`src/rtl/boolean_function_pkg.sv`:
```
// Opcode encoding shared by the boolean function unit and its combinational core.
package boolean_function_pkg;

  localparam int OP_W = 3;

  localparam logic [OP_W-1:0] OP_AND   = 3'd0;
  localparam logic [OP_W-1:0] OP_OR    = 3'd1;
  localparam logic [OP_W-1:0] OP_XOR   = 3'd2;
  localparam logic [OP_W-1:0] OP_NAND  = 3'd3;
  localparam logic [OP_W-1:0] OP_NOR   = 3'd4;
  localparam logic [OP_W-1:0] OP_XNOR  = 3'd5;
  localparam logic [OP_W-1:0] OP_AOI21 = 3'd6;
  localparam logic [OP_W-1:0] OP_OAI21 = 3'd7;

endpackage

```
`src/rtl/boolean_op_comb.sv`:
```
// Purely combinational bitwise function selector; every bit lane is independent.
module boolean_op_comb
  import boolean_function_pkg::*;
#(
  parameter int WIDTH = 8
) (
  input  logic [OP_W-1:0]  op,
  input  logic [WIDTH-1:0] a,
  input  logic [WIDTH-1:0] b,
  input  logic [WIDTH-1:0] c,
  output logic [WIDTH-1:0] y
);

  always_comb begin
    y = '0;
    case (op)
      OP_AND:   y = a & b;
      OP_OR:    y = a | b;
      OP_XOR:   y = a ^ b;
      OP_NAND:  y = ~(a & b);
      OP_NOR:   y = ~(a | b);
      OP_XNOR:  y = ~(a ^ b);
      OP_AOI21: y = ~((a & b) | c);
      OP_OAI21: y = ~((a | b) & c);
      default:  y = '0;
    endcase
  end

endmodule

```
`src/rtl/boolean_function_unit.sv`:
```
// Registered boolean function stage with valid/ready handshake, result chaining,
// zero/all-ones flags and a wrapping output-handshake counter.
module boolean_function_unit
  import boolean_function_pkg::*;
#(
  parameter int WIDTH = 8,
  parameter int CNT_W = 16
) (
  input  logic             clk,
  input  logic             rst,
  input  logic             in_valid,
  output logic             in_ready,
  input  logic [WIDTH-1:0] a,
  input  logic [WIDTH-1:0] b,
  input  logic [WIDTH-1:0] c,
  input  logic [OP_W-1:0]  op,
  input  logic             chain_en,
  input  logic             chain_clr,
  output logic             out_valid,
  input  logic             out_ready,
  output logic [WIDTH-1:0] d,
  output logic             d_zero,
  output logic             d_ones,
  output logic [CNT_W-1:0] txn_count
);

  function automatic logic is_zero(input logic [WIDTH-1:0] v);
    return ~|v;
  endfunction

  function automatic logic is_ones(input logic [WIDTH-1:0] v);
    return &v;
  endfunction

  logic             accept;
  logic             handshake;
  logic [WIDTH-1:0] last_d;
  logic [WIDTH-1:0] a_eff;
  logic [WIDTH-1:0] y_p0;

  assign in_ready  = ~rst & (~out_valid | out_ready);
  assign accept    = in_valid & in_ready;
  assign handshake = out_valid & out_ready;

  // A same-cycle clear forces the chained operand to zero before it is used.
  assign a_eff = chain_en ? (chain_clr ? '0 : last_d) : a;

  boolean_op_comb #(
    .WIDTH(WIDTH)
  ) u_op (
    .op(op),
    .a (a_eff),
    .b (b),
    .c (c),
    .y (y_p0)
  );

  // Stage boundary: p0 combinational result -> registered output d
  always_ff @(posedge clk) begin
    if (rst) begin
      out_valid <= 1'b0;
      d         <= '0;
      d_zero    <= 1'b1;
      d_ones    <= 1'b0;
      last_d    <= '0;
      txn_count <= '0;
    end else begin
      if (accept) begin
        d         <= y_p0;
        d_zero    <= is_zero(y_p0);
        d_ones    <= is_ones(y_p0);
        last_d    <= y_p0;
        out_valid <= 1'b1;
      end else begin
        if (handshake) out_valid <= 1'b0;
        if (chain_clr) last_d <= '0;
      end
      if (handshake) txn_count <= txn_count + CNT_W'(1);
    end
  end

endmodule

```
`config.mk`:
```
export PLATFORM = sky130hd
export DESIGN_NAME = boolean_function_unit
export DESIGN_NICKNAME = d
export VERILOG_FILES = /design/src/rtl/boolean_function_pkg.sv /design/src/rtl/boolean_op_comb.sv /design/src/rtl/boolean_function_unit.sv
export SDC_FILE = /design/constraint.sdc
export NUM_CORES = 1
export LEC_CHECK = 0
export ABC_AREA = 1
export CAP_MARGIN = 20
export CORE_AREA = 2 2 64 127
export CTS_CLUSTER_SIZE = 10
export DETAILED_ROUTE_END_ITERATION = 8
export DIE_AREA = 0 0 66 129
export GPL_ROUTABILITY_DRIVEN = 1
export GPL_TIMING_DRIVEN = 0
export PLACE_DENSITY = 0.63
export RECOVER_POWER = 25
export SYNTH_ARGS = -nofsm -noshare
export SYNTH_HDL_FRONTEND = slang
export SYNTH_HIERARCHICAL = 1
export SYNTH_SLANG_ARGS = --single-unit
export TNS_END_PERCENT = 30
```
`constraint.sdc`:
```
create_clock -name clk -period 3.95 [get_ports clk]
set_input_delay 0.9875 -clock clk [delete_from_list [all_inputs] [get_ports clk]]
set_output_delay 0.9875 -clock clk [all_outputs]
set_load 0.03 [all_outputs]
```
==> metrics.csv, run 1 <==
metric;value;unit
status;complete, no violations;
max-slew-margin-rel;53.5;%
numClockSinks;35;
ys_warn_count;6;
rsz0062_at_grt;false;
p_comb_share;21.0;%
syn_nets;461;
path_class;in2out;
die_y;129;um
cts_hold_buf;0;
syn2layout_area_growth;32.4;%
clock.fmax;291;MHz
crit_path_end_kind;primary output;
nets;524;
grt_use_total;17.5;%
synth_common_cells;nand2_1 (117), nor2_1 (61), inv_1 (51), nand3_1 (37), dfxtp_1 (35);
grt_remaining_overflow;0;
postCtsSetupRepairBufs;0;
vias;2738;
layout-drive-gt1-share;9.47;%
reg2reg_depth;7;
gp_congestion;0.895;
r2r_slack;2.04;ns
hold_depth;2;
detail_route.iter0.violations;130;
cts_resized;0;
clkSlewWorstSetupHoldPaths;0.06;ns
intPower;0.829;mW
synth.cell_area;2590;um2
ys_types;35;
fp.dieW;66;um
tritoncts;yes;
ioPinCount;61;
maxCapViolCount;0;
dr.pass1.iters;4;
worstPathArrival;2.45;ns
post-route-drc-count;0;
setup_ws;0.510;ns
power;1.13;mW
p_per_area;330;nW/um2
pre_cts_ws;0.600;ns
fin_crit;3.44;ns
worstSkewPairLatency;0.28;ns
dpl.hpwl;5840;um
synth_async_sr_flop_share;0;%
synth_area_leaders;dfxtp_1 (27%), nand2_1 (17%), nor2_1 (8.9%);
reg2reg_from;txn_count[1]$_SDFFE_PP0P_;
grt_pass1_vias;2668;
clk_path_buf_depth;2;
yosys.area.top_type_share;27.1;%
power_switching;0.301;mW
wl_per_cell;12.5;um
power.share.clock;45.5;%
start_util;34.3;%
cts_buffers;5;
rows;45;
io_buffers;56;
synth_cells;411;
post-synth-top-count-cell;nand2_1;
hold_viol_final;0;
vias_per_cell;4.81;
grt_pass1_wl;11500;um
ys_ff_latch;35;
vdd_ir_drop_max;0.145;mV
htree_levels;2;
antennaDiodeCount;0;
ys.flop_type;dfxtp_1;
min_path_type;reg2reg;
setup-violations-final;0;
synth_edf_count;0;
fin_crit_sh;87.1;%
yosysTopAreaCell;dfxtp_1;
core_area;7540;um2
wl;7120;um
hold_end;d[5]$_SDFFE_PP0P_;
final_core_util;45.4;%
ys_seq_area_share;27.1;%
slew_viol_final;0;
p_leak;1.56;nW
crit_path_start_kind;input pin;
swShare;26.7;%
grt_max_degree;13;
avgSynthCellArea;6.29;um2
postRouteAntennaNets;0;
clock_skew;0.00235;ns
setup_tns;0;ns
worst_pin_slew;0.695;ns
cp_data_required_time;2.96;ns
seqPwrFrac;33.5;%
cp_max_fo;3;
dieArea;8510;um2
cts-root-buf;clkbuf_16;
hp-start;d[5]$_SDFFE_PP0P_;
antenna_found_initial;0;
reg2reg_to;txn_count[12]$_SDFFE_PP0P_;
==> cell usage in the layout (no fill, tap or decap), types with 3 or more instances in the layout <==
cell type and count:
nor2_1 65, buf_4 3, nor2_4 6, inv_1 51, nor2_2 4, clkdlybuf4s50_1 55, nand3_1 38, o21ai_1 10
ha_1 17, inv_2 3, a21oi_1 14, or2_2 6, nand2_1 119, nand4_1 6, dfxtp_1 35, o21ai_0 4
nand2_2 6, clkbuf_16 5
==> worst max-delay path, stage by stage <==
cell and delay [ns]:
dlygate4sd3_1 0.57, nor2_1 0.25, nor2_4 0.05, clkdlybuf4s50_1 0.59
==> power groups by stage <==
stage	sequential, mW	clock [mW]	combinational, mW
after detailed placement	0.387	0	0.240
after global routing	0.381	0.536	0.265
after global placement	0.387	0	0.236
after CTS	0.380	0.521	0.241
after floorplan	0.407	0	0.127
final	0.379	0.514	0.237
==> how the worst max path moves through the flow <==
stage,start,endpoint,slack (ns),depth (start not counted)
2_1_floorplan,chain_en,d_ones$_SDFFE_PP0P_,1.26,14
3_3_place_gp,out_ready,in_ready,0.61,4
3_5_place_dp,out_ready,in_ready,0.60,4
4_1_cts,out_ready,in_ready,0.59,4
5_1_grt,out_ready,in_ready,0.44,4
6_report,out_ready,in_ready,0.51,4
==> cell type report <==
| type | instances | area (um2) |
|---|---|---|
| clock buffer | 5 | 125 |
| timing repair buffer | 56 | 561 |
| fill | 824 | 4120 |
| buffer | 8 | 51.3 |
| clock inverter | 3 | 67.6 |
| multi-input combinational | 312 | 1570 |
| tap | 94 | 118 |
| inverter | 56 | 226 |
| sequential | 35 | 701 |
==> through the flow <==
stage          hold WS, ns  area (um2)  std cells
2_1_floorplan        0.455        2590        411
4_1_cts              0.446        3460        569
6_report             0.444        3420        569
3_5_place_dp         0.432        3260        561
5_1_grt              0.463        3420        569
3_3_place_gp         0.432        3260        561
==> sequential cells by signal, indices dropped and copies added (netlist names) <==
signal and flops:
d 8, d_ones 1, d_zero 1, last_d 8
out_valid 1, txn_count 16
==> metal layers <==
layer | track usage [%] | wire length (um)
met5 | 0 | 0
met4 | 7.56 | 141
met3 | 2.71 | 336
met2 | 36.9 | 4230
met1 | 15.0 | 2410
==> kinds of logic (layout without fill, tap and decap cells) <==
family | after synthesis | in the layout | synth area share [%]
compound gates | 32 | 32 | 6.68
xor+xnor | 3 | 3 | 1.02
fa+ha+maj | 17 | 17 | 8.22
buf+inv | 64 | 128 | 10.7
flops | 35 | 35 | 27.1
simple gates | 260 | 260 | 46.3
(Power assumes the default switching activity.)
==> run 2, diff against run 1 <==
- SLEW_MARGIN: default -> 15
==> results of run 2 <==
No change in the layout: final DEF, timing and power equal those of run 1.
==> variant (flow settings as in run 2) <==
`WIDTH` is set to 8 in 2 places; all go to 9.
--- a/src/rtl/boolean_op_comb.sv
+++ b/src/rtl/boolean_op_comb.sv
@@ -3,5 +3,5 @@
   import boolean_function_pkg::*;
 #(
-  parameter int WIDTH = 8
+  parameter int WIDTH = 9
 ) (
   input  logic [OP_W-1:0]  op,
--- a/src/rtl/boolean_function_unit.sv
+++ b/src/rtl/boolean_function_unit.sv
@@ -4,5 +4,5 @@
   import boolean_function_pkg::*;
 #(
-  parameter int WIDTH = 8,
+  parameter int WIDTH = 9,
   parameter int CNT_W = 16
 ) (
Interface: changed (resized a, b, c and d); port bits go from 61 to 65. No check against the original RTL was run, so the function may have changed too.
==> variant against run 2 <==
Sequential cell count rose by 2; synthesized area rose by 9.2%; power down 3.6%; design area grew 7.5%; count of clock-buffer cells in the layout grew 2; core utilization is 3.4 points higher; global-route usage increased by 2.0 points; routed wire length rose by 11%; clock power fell by 18%; sequential share of layout area down 0.33 points; worst setup slack better by 35 ps; largest cell class unchanged.
==> variant: results (changes against run 2) <==
status=finished, final reports clean; worst hold slack=447 ps (+2.71 ps); met2 usage=0.399 (+0.0297); Mean Syn Cell Area=6.17 um^2 (-2.0%); internal reg-to-reg setup slack=1960 ps (-80 ps); Layout Skew=1.61 ps (-0.733 ps); total length of routed wires=7870 um (+11%); Met2 Wirelength=4610 um (+8.9%); Met3 Wirelength=329 um (-2.1%); crit-path max FO=2 (-1); Seq/Total Area, Yosys=0.262 (-0.00863); syn_nets=513 (+11%); Post-DP HPWL=6440 um (+10%); cell count after placement=612 (+9.1%); most frequent cells after synthesis=nand2_1, inv_1, nor2_1; largest stage delay on the critical path=670 ps (+80 ps); R2R cell count=13 (+6); post-synthesis xor/xnor area fraction=0.00310 (-0.00706); Synth Area in Compound Gates=0.0691 (+0.00235); # nets final=580 (+11%); biggest regs=txn_count x16, d x9, last_d x9; Rel. slew slack=0.656 (+0.121); worst hold start=d[7]; Worst R2R End=d_zero; RD Place Congestion=0.851 (-4.9%); synth top area cells=dfxtp_1, nand2_1, inv_1, ha_1, nor2_1; I/O Buffers=60 (+7.1%); DRT iter0 DRCs=141 (+8.5%); Worst Hold Path EP=d[7]; Fillers=817 (-0.85%); largest net degree at the start of global routing=12 (-1); arrival time at the worst endpoint=2420 ps (-30 ps); Vias/cell=4.90 (+1.9%)
variant: cell count changes after synthesis, moves of 3 or more:
cell / change
nor2_2: -3
inv_1: +14
nand2_2: -4
or2_2: +3
nand3_1: -5
nand4_1: +6
a21oi_1: +5
nand2_1: +23
o21ai_1: -11
nor3_1: +5
buf_6: +4
o21ai_0: +15
variant: cell families (layout without fill, tap and decap cells):
kind of cell	Yosys count	count (layout)
buffers and inverters	83	151
AO/OA/AOI/OAI	38	38
adder cells (fa/ha/maj)	19	19
AND/OR/NAND/NOR	280	280
flip-flops	37	37
XOR/XNOR	1	1
variant: final cells by class:
| class | instances | share of cell area |
|---|---|---|
| Buffer | 11 | 0.0269 |
| Clock buffer | 7 | 0.0415 |
| Clock inverter | 1 | 0.00136 |
| Inverter | 72 | 0.0738 |
| Multi-Input combinational cell | 338 | 0.460 |
| Sequential cell | 37 | 0.201 |
| Tap cell | 94 | 0.0320 |
| Timing Repair Buffer | 60 | 0.163 |
